==> config.mk <==
export PLATFORM = sky130hd
export DESIGN_NAME = pc_redirect_unit
export DESIGN_NICKNAME = d
export VERILOG_FILES = /design/src/rtl/pc_redirect_unit.sv
export SDC_FILE = /design/constraint.sdc
export NUM_CORES = 1
export LEC_CHECK = 0
export CAP_MARGIN = 20
export CORE_MARGIN = 8
export CORE_UTILIZATION = 30
export DETAILED_ROUTE_END_ITERATION = 16
export SLEW_MARGIN = 20
export SYNTH_ARGS = -nofsm -noshare
export SYNTH_HDL_FRONTEND = slang
export SYNTH_SLANG_ARGS = --single-unit
==> constraint.sdc <==
create_clock -name clk -period 4.01 [get_ports clk]
set_input_delay 0.6015 -clock clk [delete_from_list [all_inputs] [get_ports clk]]
set_output_delay 0.6015 -clock clk [all_outputs]
set_load 0.03 [all_outputs]
==> src/rtl/pc_redirect_unit.sv <==
// Fetch PC owner: resolves jr > jump > branch > stall > +4 each cycle, with a RUN/HALT freeze and run statistics.
// A redirect in cycle N flushes IF/ID and ID/EX that same cycle and appears on pc_out in N+1; stall holds the PC.
module pc_redirect_unit #(
  parameter logic [31:0] RESET_PC = 32'h0000_0000,
  parameter int          CNT_W    = 32
) (
  input  logic             clk,
  input  logic             rst_n,
  input  logic             stall,
  input  logic             branch,
  input  logic [31:0]      branch_target,
  input  logic             jump,
  input  logic [31:0]      jump_target,
  input  logic             jr,
  input  logic [31:0]      jr_target,
  input  logic             halt,
  input  logic             go,
  output logic [31:0]      pc_out,
  output logic [31:0]      pc_plus4,
  output logic             flush_ifid,
  output logic             flush_idex,
  output logic             halted,
  output logic [CNT_W-1:0] cnt_cycles,
  output logic [CNT_W-1:0] cnt_branch,
  output logic [CNT_W-1:0] cnt_jump
);

  typedef enum logic {RUN = 1'b0, HALT = 1'b1} state_t;

  localparam logic [31:0] ALIGN_MASK = 32'hFFFF_FFFC;

  state_t           state, state_nxt;
  logic [31:0]      pc, pc_nxt;
  logic [CNT_W-1:0] cyc_nxt, br_nxt, jmp_nxt;
  logic             redirect;

  always_comb begin
    state_nxt = state;
    pc_nxt    = pc;
    cyc_nxt   = cnt_cycles;
    br_nxt    = cnt_branch;
    jmp_nxt   = cnt_jump;
    redirect  = 1'b0;
    case (state)
      RUN: begin
        cyc_nxt = cnt_cycles + CNT_W'(1);
        if (halt) begin
          state_nxt = HALT;
        end else if (jr) begin
          pc_nxt   = jr_target & ALIGN_MASK;
          jmp_nxt  = cnt_jump + CNT_W'(1);
          redirect = 1'b1;
        end else if (jump) begin
          pc_nxt   = jump_target & ALIGN_MASK;
          jmp_nxt  = cnt_jump + CNT_W'(1);
          redirect = 1'b1;
        end else if (branch) begin
          // Redirect beats stall: the stalled ID instruction is on the wrong path.
          pc_nxt   = branch_target & ALIGN_MASK;
          br_nxt   = cnt_branch + CNT_W'(1);
          redirect = 1'b1;
        end else if (!stall) begin
          pc_nxt = pc + 32'd4;
        end
      end
      HALT: begin
        if (go) state_nxt = RUN;
      end
      default: state_nxt = RUN;
    endcase
  end

  always_ff @(posedge clk) begin
    if (!rst_n) begin
      state      <= RUN;
      pc         <= RESET_PC & ALIGN_MASK;
      cnt_cycles <= '0;
      cnt_branch <= '0;
      cnt_jump   <= '0;
    end else begin
      state      <= state_nxt;
      pc         <= pc_nxt;
      cnt_cycles <= cyc_nxt;
      cnt_branch <= br_nxt;
      cnt_jump   <= jmp_nxt;
    end
  end

  assign pc_out     = pc;
  assign pc_plus4   = pc + 32'd4;
  assign flush_ifid = redirect;
  assign flush_idex = redirect;
  assign halted     = (state == HALT);

endmodule

Yosys cells after proc, flatten, opt, wreduce, memory -nomap -nowiden
Index checks and enable logic that the tools add are counted.
{"block": "word_totals", "regBits": 129, "inputBits": 104, "output_inout_bits": 163, "wordCells": 32}
{"block": "classes", "n_addsub": 4, "n_eq_ne": 1, "mux": 14, "n_bitwise": 4, "n_reduce_logical": 4}
{"op": "2-to-1 mux 32 bit", "count": 6}
{"op": "adder 32 x 1 -> 32 bit (second input constant)", "count": 3}
{"op": "adder 32 x 3 -> 32 bit (second input constant)", "count": 1}
{"op": "2-to-1 mux 1 bit", "count": 7}
{"op": "AND reduction 3 bit", "count": 2}
{"op": "AND reduction 5 bit", "count": 1}
{"op": "!= test 4 x 1 -> 1 bit (second input constant)", "count": 1}
{"op": "inverter 1 bit", "count": 4}
{"op": "case mux 1 bit (2 select lines)", "count": 1}
{"op": "nonzero test 2 bit", "count": 1}

Depth between registers and ports, before layout
Gate-level depths: netlist of the first run.
{"block": "depth", "depth_word": 5, "ltp_mapped": 8, "depth_no_buf": 6}

Worst setup path after synthesis of the first run
Ideal clock, no wire load.
{"block": "synth_timing", "path_kind": "reg2out", "start": "reg pc[13] (netlist: pc_out[13])", "end": "out pc_plus4[30]", "t_arrival_ns": 2.410, "required_time_ns": 3.408, "setup_slack_ns": 0.999, "path_stages_with_launch": 7, "n_path_buf": 1, "cell_sequence": "dfxtp_1 > clkbuf_1 > nand4_1 > nor4_2 > and3_1 > nand3_1 > xnor2_1"}
{"block": "synth_via", "elab_chain_len": 1}
{"item": "start: declaration", "line_no": "33", "source": "logic [31:0] pc, pc_nxt;"}
{"item": "start signal: assignment", "line_no": "76", "source": "pc <= RESET_PC & ALIGN_MASK;"}
{"item": "start signal: assignment", "line_no": "82", "source": "pc <= pc_nxt;"}
{"item": "adder 32 x 3 -> 32 bit", "line_no": "90", "source": "assign pc_plus4 = pc + 32'd4;"}
{"item": "end: declaration", "line_no": "19", "source": "output logic [31:0] pc_plus4,"}
No other way between the ends.

Final worst setup path of the first run
{"block": "layout_timing", "start": "reg pc[2] (netlist: pc_out[2])", "end": "out pc_plus4[30]"}
The elaborated chain is that of the path after synthesis.

==> flow_metrics.tcl, run 1 <==
set metrics [dict create \
    rsz0062_at_grt "no" \
    synth_top_family_by_area "simple AND/OR/NAND/NOR gates" \
    dpl.hpwl_mm 20.9 \
    max_slew_margin 0.496 \
    synthSimpleGateAreaFrac 0.306 \
    drv_cap 0 \
    synthMuxAreaShare 0.0320 \
    yosysSeqAreaShare 0.351 \
    globalplace.congestion 0.840 \
    reg2reg_from "pc_out[2]$_SDFFE_PN0P_" \
    end_kind "output port" \
    cts_made_buffers 17 \
    grt_pass1_vias 7265 \
    crit_arrival_ns 3.15 \
    finalHoldViolCount 0 \
    area_growth_pct 47.6 \
    r2r-end "pc_out[16]$_SDFFE_PN0P_" \
    cts.path.max_buffers 2 \
    holdBufCountCts 0 \
    tns_ns 0 \
    cts_tree "yes" \
    yosysTopAreaCell "dfxtp_1" \
    reg2reg_depth 6 \
    syn_area_per_cell_um2 7.93 \
    core_area_um2 24000 \
    grt_overflow_total 0 \
    synth_cells 913 \
    post_drt_wl_per_cell_um 18.8 \
    drt-initial-drc-count 504 \
    cts_root_buffer "clkbuf_16" \
    finalClockSkew_ns 0.0140 \
    antenna_found_initial 3 \
    vias 7743 \
    grt_max_degree 83 \
    port_buffers 256 \
    clock.fmax_mhz 267 \
    num-fill-cells 2430 \
    r2r_slack_ns 1.52 \
    cp.required_ns 3.41 \
    synthXorXnorAreaFrac 0.0931 \
    slew_viol_final 0 \
    power_density_nw_per_um2 329 \
    dr.pass1.iters 5 \
    worst_pin_slew_ns 0.756 \
    ctsHtreeMaxLevel 4 \
    drive_gt1_frac 0.0628 \
    final_nets 1257 \
    netlist_top_cells_area "dfxtp_1 35%, nand2_1 5.1%, xor2_1 5.0%" \
    clkLatencyLatePin_ns 0.42 \
    die-area_um2 29400 \
    die_w_um 171 \
    ir_worst_vdd_mv 0.231 \
    start_util 0.301 \
    synth.distinct_cells 66 \
    min_path_type "reg2reg" \
    grt_first_pass_wirelength_mm 42.1 \
    synth_top_area_share 0.351 \
    synthAdderAreaFrac 0.00691 \
    postRouteAntennaNets 0 \
    endpoint "pc_plus4[30]" \
    synth_warnings 0 \
    die_h_um 171 \
    cts_sinks 127 \
    setup_viol 0 \
    path_class "reg2out" \
    ioPinCount 267 \
    path_clk_slew_ns 0.07 \
    syn-cell-area_um2 7240 \
    min_period_ns 3.75 \
    async_flop_share 0 \
    synth-edff-count 0 \
    cp-start-kind "register" \
    grt_use_total 0.183 \
    ys.flop_type "dfxtp_1" \
    row_count 57 \
    power_mw 3.51 \
    vias_per_cell 5.20 \
    post-route-period-util 0.935 \
    synth_seq_cells 127 \
    drt_wl_total_mm 28.0 \
    cp_max_fo 8 \
    synth_compound_area_frac 0.163 \
    route.detailed.drc 0 \
    total_leakage_power_nw 3.71 \
    crit_start "pc_out[2]$_SDFFE_PN0P_" \
    outcome "completed" \
]
[kinds of logic after synthesis]
| logic type | count (synthesis) |
|---|---|
| AND/OR/NAND/NOR | 425 |
| adder cells (fa/ha/maj) | 4 |
| other | 1 |
| XOR/XNOR | 77 |
| buffers and inverters | 82 |
| multiplexers | 23 |
| AO/OA/AOI/OAI | 174 |
| flip-flops | 127 |
[worst min path at each step]
stage,start,endpoint,cells past startpoint
floorplan,cnt_jump[31]$_SDFFE_PN0P_,cnt_jump[31]$_SDFFE_PN0P_,2
detailed placement,cnt_jump[31]$_SDFFE_PN0P_,cnt_jump[31]$_SDFFE_PN0P_,2
CTS,cnt_jump[31]$_SDFFE_PN0P_,cnt_jump[31]$_SDFFE_PN0P_,2
global route,cnt_jump[31]$_SDFFE_PN0P_,cnt_jump[31]$_SDFFE_PN0P_,2
finish,cnt_jump[31]$_SDFFE_PN0P_,cnt_jump[31]$_SDFFE_PN0P_,2
global placement,cnt_jump[31]$_SDFFE_PN0P_,cnt_jump[31]$_SDFFE_PN0P_,2
[cell usage after synthesis, drive strengths merged (18+ instances only)]
cell type,n
dfxtp,127
or3,20
inv,24
nor2,84
nor3,18
mux2i,22
nand4,45
a21oi,36
nand3,43
xnor2,36
nand2b,27
clkbuf,41
o21ai,37
and3,22
nand2,99
xor2,41
[state kept, by name, indices dropped and copies added, names as in the netlist]
register / cells
cnt_branch: 32
halted: 1
cnt_jump: 32
cnt_cycles: 32
pc_out: 30
[cells in the final DEF, fill, tap and decap left out, drive strengths merged, types with 9 or more instances in the layout]
master and instances:
xnor2 36, nor3 18, clkbuf 17, nor4 13, and3 22, nor2 84, or4 9, nand4 45
nand2b 27, clkdlybuf4s50 251, o211ai 12, buf 20, o21ai 37, a211oi 10, or3 20, and4 13
and2 10, a21oi 36, xor2 41, nand2 99, mux2i 22, inv 36, dfxtp 127, nand3 43
[worst max-delay path, cell delays in order (launching register included)]
cell and delay [ns]:
dfxtp_1 0.42, ha_1 0.22, nand3_1 0.35, nor2_2 0.48, and3_1 0.30, nand3_1 0.11, xnor2_1 0.15, clkdlybuf4s50_1 0.69
[metrics by stage]
stage / cell area, um2 / util / cells / hold WS (ns) / setup WS [ns]
after CTS: 10700 / 0.444 / 1486 / 0.473 / 0.103
after global placement: 10100 / 0.419 / 1454 / 0.452 / 0.626
after floorplan: 7250 / - / 916 / 0.589 / 0.999
after detailed placement: 10100 / 0.419 / 1454 / 0.463 / 0.556
after global routing: 10700 / 0.445 / 1488 / 0.500 / 0.0367
final: 10700 / 0.445 / 1489 / 0.468 / 0.259
[power breakdown]
part           internal (mW)  switching [mW]
registers               1.29          0.0580
clock network          0.839           0.720
logic                  0.270           0.335
total                   2.40            1.11
[layout make-up]
cell class / instances / area (um2) / area share
well taps: 324 / 405 / 0.0379
repair buffers: 271 / 2670 / 0.250
inverters: 25 / 93.8 / 0.00878
multi-input cells: 707 / 4380 / 0.410
clock buffers: 17 / 425 / 0.0398
clock inverters: 15 / 161 / 0.0151
diodes: 3 / 7.51 / 0.000702
flip-flops and latches: 127 / 2540 / 0.238
[layer usage]
layer / GRT usage / vias up / routed length, um
li1: - / 3789 / -
met3: 0.0505 / 30 / 1980
met5: 0 / - / 13
met4: 0.0597 / 2 / 508
met1: 0.237 / 3687 / 12600
met2: 0.289 / 235 / 12900
[repair_timing]
item / in CTS / in global routing
hold endpoints to repair: 0 / 0
endpoints found under the setup margin: 0 / 4
setup buffers: 0 / 0
resized for setup: 0 / 3
Power figures use the tool's default switching activity.
==> run 2: changes to the inputs <==
--- a/config.mk
+++ b/config.mk
@@ -9,6 +9,7 @@
 export CORE_MARGIN = 8
 export CORE_UTILIZATION = 30
 export DETAILED_ROUTE_END_ITERATION = 16
+export PLACE_DENSITY = 0.69
 export SLEW_MARGIN = 20
 export SYNTH_ARGS = -nofsm -noshare
 export SYNTH_HDL_FRONTEND = slang
==> run 2 against run 1 <==
  * Non-clock buffer count is 4 higher
  * Maximum frequency is 3.3% lower
  * Register-to-register slack worse by 0.15 ns
  * Clock skew shrank 0.0032 ns
  * Clock power increased by 4%
  * Combinational power up 1%
  * Worst hold slack about the same
  * First-iteration DRC count up 30%
  * Highest routed layer is now met4
==> flow_metrics.tcl, run 2 (synthesis gave the netlist of run 1 again) <==
set metrics [dict create \
    start_util 0.301 \
    slew_viol_final 0 \
    post_drt_wl_per_cell_um 18.8 \
    path_class "reg2out" \
    power_mw 3.59 \
    met2_length_mm 12.3 \
    cp-start-kind "register" \
    finalClockSkew_ns 0.0108 \
    min_period_ns 3.88 \
    route.detailed.drc 0 \
    grt_first_pass_wirelength_mm 42.1 \
    setup_viol 0 \
    ir_worst_vdd_mv 0.251 \
    dr.pass1.iters 5 \
    holdBufCountCts 0 \
    drv_cap 0 \
    dp.cells 1458 \
    cts_tree "yes" \
    worst_pin_slew_ns 0.887 \
    route.met3.wl_mm 2.07 \
    row_count 57 \
    grt_use_total 0.183 \
    clock.fmax_mhz 258 \
    drt_wl_total_mm 28.1 \
    rsz0062_at_grt "yes" \
    top_regs "cnt_branch x32, cnt_cycles x32, cnt_jump x32" \
    mostFrequentLayoutCells "251 x clkdlybuf4s50_1, 127 x dfxtp_1, 99 x nand2_1" \
    finalHoldViolCount 0 \
    postRouteAntennaNets 0 \
    total_leakage_power_nw 3.72 \
    multi_input_area_um2 4370 \
    min_path_type "reg2reg" \
    top_layer_used "met4" \
    regArea_um2 2540 \
    outcome "completed" \
    area_growth_pct 48.2 \
    clkLatencyLatePin_ns 0.42 \
    ctsHtreeMaxLevel 4 \
    cp_max_fo 6 \
    die_w_um 171 \
    grt_overflow_total 0 \
    port_buffers 256 \
    cts_sinks 127 \
    crit_arrival_ns 3.28 \
    num-fill-cells 2422 \
    core_area_um2 24000 \
    grt_max_degree 64 \
    finalNonFillerCells 1492 \
    die-area_um2 29400 \
    path_clk_slew_ns 0.06 \
    vias 7909 \
    cts_resized 0 \
    drive_gt1_frac 0.0643 \
    drt-met1-wl_mm 12.6 \
    max_slew_margin 0.407 \
    ioPinCount 267 \
    cts_made_buffers 17 \
    grt_pass1_vias 7339 \
    die_h_um 171 \
    post-cts-setup-buffer-count 0 \
    drt-initial-drc-count 657 \
    antenna_found_initial 1 \
    vias_per_cell 5.30 \
    cts.path.max_buffers 2 \
    post-route-period-util 0.968 \
    globalplace.congestion 0.872 \
    final_nets 1261 \
    final_common_cell "clkdlybuf4s50_1" \
    power_density_nw_per_um2 334 \
    cts_root_buffer "clkbuf_16" \
    end_kind "output port" \
    cp.required_ns 3.41 \
    dpl.hpwl_mm 21.0 \
]
==> run 2: worst paths after layout <==
check                             from                          end  slack, ns  depth (start not counted)
max             pc_out[2]$_SDFFE_PN0P_                 pc_plus4[20]       0.13                          6
min          cnt_jump[31]$_SDFFE_PN0P_    cnt_jump[31]$_SDFFE_PN0P_       0.47                          2
max reg2reg          halted$_SDFF_PN0_  cnt_branch[27]$_SDFFE_PN0P_       1.37                          5
min reg2reg  cnt_jump[31]$_SDFFE_PN0P_    cnt_jump[31]$_SDFFE_PN0P_       0.47                          2
==> run 2: worst max-delay path, stage by stage, from the launching register on <==
cell and delay, ns:
dfxtp_1 0.45, ha_1 0.22, nand3_1 0.25, nor3_1 0.64, nand4_1 0.27, xnor2_1 0.29
clkdlybuf4s50_1 0.74
==> run 2: final cells by class <==
cell class	count	area share
multi-input combinational	707	0.407
sequential	127	0.237
timing repair buffer	275	0.252
clock inverter	14	0.0159
inverter	25	0.00874
antenna	2	0.000466
clock buffer	18	0.0409
tap	324	0.0378
==> run 2: metal layers <==
layer	vias up	GRT usage
met5	-	0
met4	0	0.0805
met3	59	0.0521
met2	284	0.270
met1	3773	0.244
li1	3793	-
==> run 2: power by group <==
| group | switching [mW] | internal [mW] | total (mW) |
|---|---|---|---|
| Combinational | 0.339 | 0.273 | 0.612 |
| Sequential | 0.0585 | 1.29 | 1.35 |
| Clock | 0.664 | 0.958 | 1.62 |
| Total | 1.06 | 2.52 | 3.59 |
==> run 2: per-stage QoR <==
step / utilization / hold WS, ns / instance area, um2 / setup slack, ns / setup TNS [ns]
floorplan: - / 0.589 / 7250 / 0.999 / 0
global route: 0.447 / 0.495 / 10700 / -0.00793 / -0.0139
detailed placement: 0.421 / 0.465 / 10100 / 0.626 / 0
global placement: 0.421 / 0.454 / 10100 / 0.678 / 0
finish: 0.447 / 0.468 / 10700 / 0.130 / 0
CTS: 0.446 / 0.473 / 10700 / 0.163 / 0
==> run 3: changes to the inputs <==
--- a/config.mk
+++ b/config.mk
@@ -10,6 +10,8 @@
 export CORE_UTILIZATION = 30
 export DETAILED_ROUTE_END_ITERATION = 16
 export PLACE_DENSITY = 0.69
+export SKIP_CTS_REPAIR_TIMING = 1
+export SKIP_LAST_GASP = 1
 export SLEW_MARGIN = 20
 export SYNTH_ARGS = -nofsm -noshare
 export SYNTH_HDL_FRONTEND = slang
==> results of run 3 <==
Final layout, timing and power as in run 2 (identical DEF).
